[src/rtl/myrisc16_hex_uart_pkg.sv]
// rtl/myrisc16_hex_uart_pkg.sv - shared state encoding, message constants and hex helper
package myrisc16_hex_uart_pkg;

    typedef enum logic [2:0] {
        IDLE,
        START,
        DATA,
        PARITY,
        STOP
    } state_t;

    localparam int         MSG_LEN  = 6;
    localparam logic [7:0] ASCII_CR = 8'h0D;
    localparam logic [7:0] ASCII_LF = 8'h0A;

    function automatic logic [7:0] nibble_to_ascii(input logic [3:0] n);
        return (n < 4'd10) ? (8'h30 + {4'h0, n}) : (8'h37 + {4'h0, n});
    endfunction

endpackage

[src/rtl/myrisc16_hex_uart_tx_byte.sv]
// rtl/myrisc16_hex_uart_tx_byte.sv - UART byte serialiser, 8N1 (8E1 with MYRISC16_HEX_UART_PARITY_EN)
module uart_tx_byte
    import myrisc16_hex_uart_pkg::*;
#(
    parameter int DIVISOR = 104
) (
    input  logic       clk,
    input  logic       resetn,
    input  logic [7:0] s_tdata,
    input  logic       s_tvalid,
    output logic       s_tready,
    output logic       tx,
    output logic       busy
);

    state_t      state_q, state_d;
    logic [15:0] baud_q, baud_d;
    logic [2:0]  bit_q, bit_d;
    logic [7:0]  shreg_q, shreg_d;
`ifdef MYRISC16_HEX_UART_PARITY_EN
    logic        parity_q, parity_d;
`endif
    logic        bit_end;

    assign bit_end = (baud_q == 16'(DIVISOR - 1));
    assign busy    = (state_q != IDLE);

    always_comb begin
        state_d  = state_q;
        baud_d   = bit_end ? 16'd0 : baud_q + 16'd1;
        bit_d    = bit_q;
        shreg_d  = shreg_q;
`ifdef MYRISC16_HEX_UART_PARITY_EN
        parity_d = parity_q;
`endif
        s_tready = 1'b0;
        case (state_q)
            IDLE: begin
                baud_d   = 16'd0;
                s_tready = 1'b1;
                if (s_tvalid) begin
                    state_d  = START;
                    shreg_d  = s_tdata;
                    bit_d    = 3'd0;
`ifdef MYRISC16_HEX_UART_PARITY_EN
                    parity_d = ^s_tdata;
`endif
                end
            end
            START: begin
                if (bit_end) begin
                    state_d = DATA;
                end
            end
            DATA: begin
                if (bit_end) begin
                    if (bit_q == 3'd7) begin
`ifdef MYRISC16_HEX_UART_PARITY_EN
                        state_d = PARITY;
`else
                        state_d = STOP;
`endif
                    end else begin
                        bit_d   = bit_q + 3'd1;
                        shreg_d = {1'b0, shreg_q[7:1]};
                    end
                end
            end
`ifdef MYRISC16_HEX_UART_PARITY_EN
            PARITY: begin
                if (bit_end) begin
                    state_d = STOP;
                end
            end
`endif
            STOP: begin
                // Accepting here, on the last stop-bit clock, keeps frames back-to-back.
                s_tready = bit_end;
                if (bit_end) begin
                    if (s_tvalid) begin
                        state_d  = START;
                        shreg_d  = s_tdata;
                        bit_d    = 3'd0;
`ifdef MYRISC16_HEX_UART_PARITY_EN
                        parity_d = ^s_tdata;
`endif
                    end else begin
                        state_d = IDLE;
                    end
                end
            end
            default: state_d = IDLE;
        endcase
    end

    always_comb begin
        tx = 1'b1;
        case (state_q)
            START:  tx = 1'b0;
            DATA:   tx = shreg_q[0];
`ifdef MYRISC16_HEX_UART_PARITY_EN
            PARITY: tx = parity_q;
`endif
            default: tx = 1'b1;
        endcase
    end

    always_ff @(posedge clk) begin
        if (!resetn) begin
            state_q  <= IDLE;
            baud_q   <= 16'd0;
            bit_q    <= 3'd0;
            shreg_q  <= 8'd0;
`ifdef MYRISC16_HEX_UART_PARITY_EN
            parity_q <= 1'b0;
`endif
        end else begin
            state_q  <= state_d;
            baud_q   <= baud_d;
            bit_q    <= bit_d;
            shreg_q  <= shreg_d;
`ifdef MYRISC16_HEX_UART_PARITY_EN
            parity_q <= parity_d;
`endif
        end
    end

endmodule

[src/rtl/myrisc16_hex_uart.sv]
// rtl/myrisc16_hex_uart.sv - sends each new 16-bit port value as "XXXX\r\n"; parity via MYRISC16_HEX_UART_PARITY_EN
module myrisc16_hex_uart
    import myrisc16_hex_uart_pkg::*;
#(
    parameter int DIVISOR = 104
) (
    input  logic        in_clock,
    input  logic        in_reset,
    input  logic [15:0] in_data,
    output logic        out_tx,
    output logic        out_busy
);

    logic [15:0] data_q, data_d;
    logic [15:0] last_sent_q, last_sent_d;
    logic [15:0] snap_q, snap_d;
    logic [2:0]  idx_q, idx_d;

    logic        tx_valid;
    logic        tx_ready;
    logic [7:0]  tx_data;
    logic        tx_busy;

    function automatic logic [7:0] msg_byte(input logic [15:0] v, input logic [2:0] idx);
        case (idx)
            3'd0:    return nibble_to_ascii(v[15:12]);
            3'd1:    return nibble_to_ascii(v[11:8]);
            3'd2:    return nibble_to_ascii(v[7:4]);
            3'd3:    return nibble_to_ascii(v[3:0]);
            3'd4:    return ASCII_CR;
            default: return ASCII_LF;
        endcase
    endfunction

    always_comb begin
        data_d      = in_data;
        last_sent_d = last_sent_q;
        snap_d      = snap_q;
        idx_d       = idx_q;
        tx_valid    = 1'b0;
        tx_data     = 8'd0;
        if (tx_busy) begin
            // Next byte of the current message, taken at the end of the stop bit.
            tx_valid = (idx_q < 3'(MSG_LEN - 1));
            tx_data  = msg_byte(snap_q, idx_q + 3'd1);
        end else begin
            // Changes seen mid-message collapse into this single comparison.
            tx_valid = (data_q != last_sent_q);
            tx_data  = msg_byte(data_q, 3'd0);
        end
        if (tx_valid && tx_ready) begin
            if (tx_busy) begin
                idx_d = idx_q + 3'd1;
            end else begin
                snap_d      = data_q;
                last_sent_d = data_q;
                idx_d       = 3'd0;
            end
        end
    end

    always_ff @(posedge in_clock) begin
        if (!in_reset) begin
            data_q      <= 16'd0;
            last_sent_q <= 16'd0;
            snap_q      <= 16'd0;
            idx_q       <= 3'd0;
        end else begin
            data_q      <= data_d;
            last_sent_q <= last_sent_d;
            snap_q      <= snap_d;
            idx_q       <= idx_d;
        end
    end

    uart_tx_byte #(
        .DIVISOR (DIVISOR)
    ) u_tx (
        .clk      (in_clock),
        .resetn   (in_reset),
        .s_tdata  (tx_data),
        .s_tvalid (tx_valid),
        .s_tready (tx_ready),
        .tx       (out_tx),
        .busy     (tx_busy)
    );

    assign out_busy = tx_busy;

endmodule
[config.mk]
export PLATFORM = sky130hd
export DESIGN_NAME = myrisc16_hex_uart
export DESIGN_NICKNAME = d
export VERILOG_FILES = /design/src/rtl/myrisc16_hex_uart_pkg.sv /design/src/rtl/myrisc16_hex_uart_tx_byte.sv /design/src/rtl/myrisc16_hex_uart.sv
export SDC_FILE = /design/constraint.sdc
export NUM_CORES = 1
export LEC_CHECK = 0
export CAP_MARGIN = 10
export CORE_MARGIN = 4
export CORE_UTILIZATION = 35
export DETAILED_ROUTE_END_ITERATION = 12
export HOLD_SLACK_MARGIN = 0.12
export PLACE_DENSITY_LB_ADDON = 0.08
export SETUP_SLACK_MARGIN = 0.3
export SYNTH_ARGS = -nofsm -noshare
export SYNTH_HDL_FRONTEND = slang
export SYNTH_SLANG_ARGS = --single-unit
export TNS_END_PERCENT = 10
[constraint.sdc]
create_clock -name in_clock -period 2.9 [get_ports in_clock]
set_clock_uncertainty 0.2 [all_clocks]
set_input_delay 0.87 -clock in_clock [delete_from_list [all_inputs] [get_ports in_clock]]
set_output_delay 0.87 -clock in_clock [all_outputs]
set_load 0.01 [all_outputs]
==> results_dict.tcl, run 1 <==
set metrics [dict create \
    core_um2 9820 \
    worstReg2RegStart "snap_q[2]" \
    drc 0 \
    hold_buffers 0 \
    hold_violations 0 \
    postRouteAntennaNets 0 \
    synth_edf_count 0 \
    clockBufferDepth 2 \
    ys_warn_count 0 \
    syn-num-nets 456 \
    drive_above_1_share_pct 10.2 \
    initial_core_util_pct 36.0 \
    tritoncts "yes" \
    synthFlopType "dfxtp_1" \
    first_iter_violations 110 \
    hp-start "u_tx.baud_q[0]" \
    crit_type "reg2out" \
    rsz0062_at_grt "yes" \
    synth.largest_area_cell "dfxtp_1" \
    synthArstFlopShare_pct 0 \
    critPathCaptureType "primary output" \
    irDropWorstVdd_mv 0.239 \
    hold_slack_ns 0.266 \
    io_pins 20 \
    root_buffer "clkbuf_8" \
    grt_max_degree 19 \
    hold_depth 1 \
    setup_violations 0 \
    holdPathEnd "u_tx.baud_q[0]" \
    die_h_um 109 \
    fin_crit_ns 2.52 \
    r2r_end "snap_q[1]" \
    routabilityCongestion 0.854 \
    ff2ff_path_depth 7 \
    wl_per_cell_um 14.4 \
    maxCapViolCount 0 \
    overflow 0 \
    dp_hpwl_um 6130 \
    worstMarginPinSlew_ns 0.586 \
    synth_top_cell_area_share_pct 36.2 \
    ys_seq_area_share_pct 36.2 \
    period_share_pct 86.8 \
    clock-sinks 64 \
    final_cells 575 \
    hp-class "reg2reg" \
    cp_data_required_time_ns 1.83 \
    p_leak_nw 1.46 \
    crit_fanout 9 \
    antenna_found_initial 0 \
    clk_latency_ns 0.34 \
    synth.distinct_cells 57 \
    route.vias.total 2854 \
    syn-cell-area_um2 3540 \
    drt-vias-per-instance 4.96 \
    dpl.cell_count 558 \
    maxSlewHeadroom_pct 60.8 \
    fin_nets 468 \
    grt_pass1_wl_um 14000 \
    r2r_slack_ns 0.42 \
    num_antenna_cells 0 \
    syn-mean-instance-area_um2 8.33 \
    rows 36 \
    dr.pass1.iters 4 \
    slew_viol_final 0 \
    clkTransAtPathRegs_ns 0.08 \
    detail_route.wirelength_um 8300 \
    synth.most_common_cell "dfxtp_1" \
    tritoncts.num_buffers 9 \
    status "completed" \
    synthTopCellsByArea "dfxtp_1 (36%), xnor2_1 (6.4%), nor2_1 (5.1%)" \
    die_x_um 109 \
    synth_seq_cells 64 \
    syn_inst 425 \
    arrival_ns 1.45 \
    yosys-top-cells-count "dfxtp_1 (64), nor2_1 (48), nand2_1 (35)" \
    dieArea_um2 11800 \
    setup_tns_ns 0 \
    cp-start-kind "register" \
    ctsHtreeMaxLevel 3 \
    port_buffers 19 \
    grt.total_usage_pct 15.3 \
    timing.fmax_ghz 0.397 \
    power_density_nw_per_um2 534 \
    syn_to_final_growth_pct 14.7 \
    first_global_vias 2818 \
]
-- what timing repair did --
| action | CTS | global route |
|---|---|---|
| setup buffers | 1 | 0 |
| hold endpoints to repair | 0 | 0 |
| gates resized for setup | 3 | 5 |
| pin swaps | 1 | 0 |
| gates cloned | 0 | 0 |
| setup endpoints to repair | 2 | 21 |
-- metal layers --
metal  GRT usage [%]  vias up  wire length [um]
li1                -     1487                 -
met4            5.68        0               110
met3            3.58       11               277
met1            20.4     1315              4110
met2            23.9       41              3800
met5               0        -                 0
-- state kept, by name, summed over array words and instances (netlist names) --
name	cells
data_q	16
idx_q	3
snap_q	16
u_tx.baud_q	16
u_tx.bit_q	3
u_tx.shreg_q	7
u_tx.state_q	3
-- critical path: stages, from the launching register on --
cell and delay [ns]:
dfxtp_2 0.37, or2_4 0.28, nor2_4 0.12, inv_1 0.05
dlygate4sd2_1 0.28
-- where the power goes --
part	switching, mW	total (mW)	internal, mW
Clock	0.370	0.882	0.512
Combinational	0.168	0.316	0.148
Sequential	0.0497	0.970	0.920
-- placed cells by master, fill, tap and decap left out, types with 3 or more instances in the layout --
master	n
a211oi_1	4
a21oi_1	22
a22oi_1	3
a31oi_1	6
and2_1	19
and3_1	3
buf_4	11
clkbuf_8	10
clkdlybuf4s50_1	17
dfxtp_1	61
dfxtp_2	3
ha_1	13
inv_1	21
mux2i_1	14
nand2_1	35
nand3_1	14
nand4_1	12
nor2_1	48
nor2b_1	6
nor3_1	7
o211ai_1	4
o21ai_0	19
o21ai_1	4
xnor2_1	26
xor2_1	10
-- logic make-up (layout without fill, tap and decap cells) --
kind of cell | count (synthesis) | after routing | synth area share, %
and+or+nand+nor | 162 | 162 | 23.9
xor gates and xnor gates | 36 | 36 | 8.91
adders and majority gates | 13 | 13 | 4.60
buffers and inverters | 50 | 67 | 6.86
AOI/OAI and AO/OA | 85 | 85 | 15.3
DFF | 64 | 64 | 36.2
muxes | 15 | 15 | 4.28
-- worst max path at each step --
stage                     from               to  slack (ns)
2_1_floorplan  u_tx.state_q[2]         out_busy        0.69
3_3_place_gp          in_reset  u_tx.baud_q[12]        0.33
3_5_place_dp          in_reset   u_tx.baud_q[3]        0.29
4_1_cts        u_tx.state_q[1]           out_tx        0.14
5_1_grt             data_q[15]        snap_q[9]        0.22
6_report       u_tx.state_q[2]         out_busy        0.38
-- stage by stage --
step           utilization, %  power (mW)  area (um^2)  worst slack (ns)
2_1_floorplan               -        1.21         3540             0.686
6_report                 41.3        2.17         4060             0.384
3_3_place_gp             38.8        1.30         3810             0.327
3_5_place_dp             38.8        1.31         3810             0.289
4_1_cts                  41.2        2.21         4050             0.142
5_1_grt                  41.3        2.28         4060             0.218
-- cell type report --
cell class,count,area [um^2]
inverter,21,78.8
tap,133,166
timing repair buffer,30,274
multi-input combinational,311,2020
clock buffer,10,138
sequential,64,1280
fill,1046,5760
clock inverter,6,91.3
(Power assumes the default switching activity.)
==> run 2: changes to the inputs <==
--- a/config.mk
+++ b/config.mk
@@ -6,6 +6,7 @@
 export NUM_CORES = 1
 export LEC_CHECK = 0
+export ABC_AREA = 1
 export CAP_MARGIN = 10
-export CORE_MARGIN = 4
+export CORE_MARGIN = 10
 export CORE_UTILIZATION = 35
 export DETAILED_ROUTE_END_ITERATION = 12
==> constraint.sdc (replaced) <==
create_clock -name in_clock -period 2.9 [get_ports in_clock]
set_clock_uncertainty 0.2 [all_clocks]
set_input_delay 0.29 -clock in_clock [delete_from_list [all_inputs] [get_ports in_clock]]
set_output_delay 0.29 -clock in_clock [all_outputs]
set_load 0.01 [all_outputs]
==> run 2 against run 1 <==
Net effect: die area up 29%; cell count is 26% higher; clock-buffer cell count grew 1; sequential power increased by 29%; hold slack is essentially flat; sequential share of layout area is 1.4 points lower; combinational power rose to 6.3 times the previous value; critical path depth grew 1; non-clock buffer count down 8; clock power fell by 13%; utilization fell by 0.54 points.
==> results_dict.tcl, run 2 <==
set metrics [dict create \
    status "completed" \
    final_util_pct 40.8 \
    cp-start-kind "register" \
    syn-mean-instance-area_um2 6.66 \
    io_pins 20 \
    route.vias.total 3329 \
    synth.distinct_cells 39 \
    rows 37 \
    crit_type "reg2out" \
    synth_top_cell_area_share_pct 34.3 \
    top_regs "data_q x16, snap_q x16, u_tx.baud_q x16" \
    hold_violations 0 \
    yosys-top-cells-count "nand2_1 (157), inv_1 (87), nor2_1 (81)" \
    synthArstFlopShare_pct 0 \
    syn-cell-area_um2 3730 \
    dieArea_um2 15200 \
    crit_fanout 6 \
    tritoncts "yes" \
    dr.pass1.iters 4 \
    arrival_ns 1.85 \
    power_density_nw_per_um2 948 \
    ctsHtreeMaxLevel 3 \
    maxCapViolCount 0 \
    clk_latency_ns 0.35 \
    overflow 0 \
    setup_violations 0 \
    grt.total_usage_pct 12.1 \
    fillers 1146 \
    hold_buffers 0 \
    critPathCaptureType "primary output" \
    clkTransAtPathRegs_ns 0.07 \
    root_buffer "clkbuf_8" \
    period_share_pct 80.7 \
    clockBufferDepth 2 \
    p_switching_mw 1.81 \
    switching_share_pct 45.3 \
    maxSlewHeadroom_pct 64.2 \
    fin_crit_ns 2.34 \
    postRouteAntennaNets 0 \
    drc 0 \
    cp_data_required_time_ns 2.41 \
    clock-sinks 64 \
    setup_tns_ns 0 \
    final_cells 723 \
    ys_warn_count 0 \
    synth_edf_count 0 \
    detail_route.wirelength_um 8570 \
    synthTopCellsByArea "dfxtp_1 (34%), nand2_1 (16%), inv_1 (8.8%)" \
    post_cts_buffers 0 \
    dpl.cell_count 707 \
    die_h_um 123 \
    hp-class "in2reg" \
    dp_hpwl_um 6470 \
    port_buffers 19 \
    synth.most_common_cell "nand2_1" \
    first_global_vias 3161 \
    syn_to_final_growth_pct 13.3 \
    wl_per_cell_um 11.9 \
    p_comb_share_pct 49.5 \
    grt_max_degree 33 \
    antenna_found_initial 0 \
    core_um2 10400 \
    timing.fmax_ghz 0.427 \
    drive_above_1_share_pct 8.69 \
    drt-vias-per-instance 4.60 \
    synth.largest_area_cell "dfxtp_1" \
    p_clk_share_pct 19.2 \
    synthFlopType "dfxtp_1" \
    worstMarginPinSlew_ns 0.536 \
    irDropWorstVdd_mv 0.389 \
    syn-num-nets 591 \
    final_common_cell "nand2_1" \
    die_x_um 123 \
    fin_nets 613 \
    grt_pass1_wl_um 14800 \
    mostFrequentLayoutCells "nand2_1 (157), inv_1 (87), nor2_1 (81), dfxtp_1 (64), nand3_1 (25)" \
    slew_viol_final 0 \
    routabilityCongestion 0.825 \
    num_antenna_cells 0 \
    p_leak_nw 1.96 \
    initial_core_util_pct 36.0 \
    tritoncts.num_buffers 9 \
    ctsResizeCount 0 \
    ys_seq_area_share_pct 34.3 \
    syn_inst 560 \
    seqPwrFrac_pct 31.3 \
    p_int_mw 2.19 \
    first_iter_violations 145 \
    rsz0062_at_grt "no" \
    synth_seq_cells 64 \
]
run 2: changes by cell type after synthesis, moves of 7 or more:
cell      delta
and2_1      -19
nand2_1    +122
xnor2_1     -21
clkbuf_1     -7
inv_1       +66
nor2_1      +33
xor2_1       -9
buf_2       -12
mux2i_1     -14
a211oi_2     +8
nand3_1     +11
run 2: logic make-up after synthesis:
family                     Yosys count  synth area share (%)
AOI/OAI and AO/OA                   73                  12.9
xor gates and xnor gates             6                  1.41
adders and majority gates           13                  4.36
buffers and inverters              101                  11.4
DFF                                 64                  34.3
and+or+nand+nor                    303                  35.6
run 2: final cells by class:
cell class	count	area, um^2	share of cell area [%]
Timing Repair Buffer	22	213	5.03
Sequential cell	64	1280	30.3
Clock buffer	11	141	3.34
Tap cell	136	170	4.02
Clock inverter	5	56.3	1.33
Multi-Input combinational cell	395	2020	47.9
Inverter	90	343	8.11
run 2: worst max-delay path, cell delays in order, from the launching register on:
cell and delay, ns:
dfxtp_1 0.35, nor2_1 0.26, nand2_1 0.11, inv_1 0.19, a21oi_1 0.10, clkdlybuf4s50_1 0.49
run 2: routing by layer:
layer | vias to the layer above | routed length (um) | track usage, %
met5 | - | 0 | 0
met2 | 39 | 3920 | 19.2
met3 | 11 | 277 | 3.37
met4 | 0 | 119 | 4.15
met1 | 1476 | 4250 | 15.4
li1 | 1803 | - | -
run 2: through the flow:
step / hold slack, ns / setup slack (ns) / area [um^2] / total power, mW
final: 0.266 / 0.560 / 4230 / 4.01
after detailed placement: 0.258 / 0.783 / 4030 / 3.27
after floorplan: 0.188 / 1.12 / 3730 / 2.86
after global placement: 0.258 / 0.781 / 4030 / 3.24
after global routing: 0.255 / 0.428 / 4230 / 4.43
after CTS: 0.252 / 0.567 / 4230 / 4.06
run 2: final timing paths:
kind         cells after the start  slack (ns)       startpoint              end
max                              5        0.56  u_tx.state_q[0]           out_tx
min                              3        0.27      in_data[15]       data_q[15]
max reg2reg                     12        0.77         idx_q[1]  u_tx.shreg_q[1]
min reg2reg                      1        0.27   u_tx.baud_q[0]   u_tx.baud_q[0]
run 2: power by group through the flow:
stage	clock network (mW)	registers, mW	logic, mW
2_1_floorplan	0	1.23	1.63
3_3_place_gp	0	1.27	1.98
3_5_place_dp	0	1.27	1.99
4_1_cts	0.802	1.25	2.01
5_1_grt	0.844	1.28	2.31
6_report	0.768	1.25	1.99
==> run 3: changes to the inputs <==
Clock period 2.9 ns to 2.4 ns, I/O delays scaled along.
==> run 3 against run 2 <==
Net effect: register-to-register slack got worse by 0.36 ns; cell count up 0.28%; non-clock buffer count up 2; power increased by 26%; die area did not move; combinational power is 29% higher; utilization is 1.0 points higher; via count increased by 1.1%; critical endpoint is now u_tx.baud_q[14].
==> results_dict.tcl, run 3 (same netlist as run 2, synthesis figures left out) <==
set metrics [dict create \
    cp_cell_sequence "ha_2, nand2_1, nor2_1, nand3_1, nor2_1, nand2_1, nor2_2, nand2_1, nor4_2, nor3_1" \
    die_x_um 123 \
    critPathCaptureType "register" \
    drt-vias-per-instance 4.64 \
    period_share_pct 82.8 \
    grt_max_degree 33 \
    final_common_cell "nand2_1" \
    wl_per_cell_um 12.0 \
    p_int_mw 2.75 \
    final_cells 725 \
    antenna_found_initial 0 \
    io_pins 20 \
    tritoncts "yes" \
    route.vias.total 3366 \
    crit_top_cell "nand2_1" \
    overflow 0 \
    dp_hpwl_um 6530 \
    maxSlewHeadroom_pct 65.1 \
    p_leak_nw 1.98 \
    slew_viol_final 0 \
    die_h_um 123 \
    clockBufferDepth 2 \
    crit_type "reg2reg" \
    initial_core_util_pct 36.0 \
    top_regs "data_q x16, snap_q x16, u_tx.baud_q x16" \
    dieArea_um2 15200 \
    irDropWorstVdd_mv 0.542 \
    postRouteAntennaNets 0 \
    arrival_ns 2.00 \
    crit_slowest_cell "dfxtp_1" \
    first_iter_violations 202 \
    p_clk_share_pct 18.6 \
    slowest_delay_ns 0.39 \
    cp_top_family "simple AND/OR/NAND/NOR gates" \
    core_um2 10400 \
    rows 37 \
    power_density_nw_per_um2 1160 \
    p_switching_mw 2.29 \
    r2r_slack_ns 0.41 \
    mostFrequentLayoutCells "nand2_1 (152), inv_1 (84), nor2_1 (79), dfxtp_1 (60), a21oi_1 (23)" \
    cp_data_required_time_ns 2.41 \
    setup_violations 0 \
    num_antenna_cells 0 \
    clkTransAtPathRegs_ns 0.08 \
    hp-class "in2reg" \
    setup_tns_ns 0 \
    dr.pass1.iters 4 \
    fin_crit_ns 1.99 \
    hold_violations 0 \
    p_total_mw 5.04 \
    grt_pass1_wl_um 14800 \
    switching_share_pct 45.5 \
    fin_nets 615 \
    worstMarginPinSlew_ns 0.523 \
    grt.total_usage_pct 12.0 \
    port_buffers 19 \
    rsz0062_at_grt "yes" \
    syn_to_final_growth_pct 16.2 \
    timing.fmax_ghz 0.503 \
    ctsHtreeMaxLevel 3 \
    hold_slack_ns 0.211 \
    crit_fanout 4 \
    clock-sinks 64 \
    drive_above_1_share_pct 12.7 \
    routabilityCongestion 0.869 \
    final_util_pct 41.8 \
    cp-start-kind "register" \
    root_buffer "clkbuf_8" \
    p_comb_share_pct 51.1 \
    dpl.cell_count 707 \
    clk_latency_ns 0.35 \
    detail_route.wirelength_um 8700 \
    status "completed" \
    tritoncts.num_buffers 9 \
    seqPwrFrac_pct 30.3 \
    drc 0 \
    first_global_vias 3266 \
    maxCapViolCount 0 \
    worst-path-buf-inv 0 \
]
==> run 3: changes by cell type in the layout (fill, tap and decap cells not counted), moves of 2 or more <==
cell | previous run | this run
nand2_2 | 1 | 5
dfxtp_1 | 64 | 60
nand3_1 | 25 | 21
nor2_2 | 5 | 7
nor2_1 | 81 | 79
dfxtp_2 | 0 | 4
inv_1 | 87 | 84
nand2_1 | 157 | 152
nand3_2 | 1 | 3
nand3_4 | 3 | 5
inv_2 | 2 | 5
==> run 3: area by class of cell <==
cell class,count,area (um^2)
Fill cell,1115,6040
Multi-Input combinational cell,395,2100
Sequential cell,64,1290
Inverter,90,343
Timing Repair Buffer,24,243
Tap cell,136,170
Clock buffer,9,124
Clock inverter,7,72.6
==> run 3: path summary, 6_finish.rpt <==
check | startpoint | to | cells after the start
setup / recovery | u_tx.baud_q[0] | u_tx.baud_q[14] | 10
hold / removal | in_data[4] | data_q[4] | 3
setup reg to reg | u_tx.baud_q[0] | u_tx.baud_q[14] | 10
hold reg to reg | u_tx.shreg_q[3] | u_tx.shreg_q[3] | 2
==> run 3: timing repair <==
action / 4_1_cts / 5_1_grt
gates resized for setup: 6 / 20
setup endpoints to repair: 2 / 35
hold buffers: 0 / 0
buffers inserted: 0 / 2
==> run 3: routing by layer <==
metal	GRT usage [%]	share of wire, %	up-vias
met3	2.87	3.0	10
li1	-	-	1808
met4	4.44	1.3	0
met2	19.5	46	30
met1	15.1	50	1518
met5	0	0	-
==> run 3: tightest hold or removal path, stage by stage <==
cell             delay [ns]
clkdlybuf4s50_1        0.39
nand2_1                0.06
inv_1                  0.03
==> run 3: through the flow <==
step | setup slack (ns) | instance area [um^2]
2_1_floorplan | 0.616 | 3730
3_3_place_gp | 0.264 | 4030
3_5_place_dp | 0.262 | 4030
4_1_cts | 0.249 | 4240
5_1_grt | 0.134 | 4330
6_report | 0.412 | 4330
==> run 3: power groups by stage <==
stage / clock network (mW) / registers [mW] / logic (mW)
2_1_floorplan: 0 / 1.48 / 1.97
3_3_place_gp: 0 / 1.53 / 2.39
3_5_place_dp: 0 / 1.54 / 2.41
4_1_cts: 0.967 / 1.52 / 2.44
5_1_grt: 1.02 / 1.56 / 2.97
6_report: 0.935 / 1.53 / 2.57
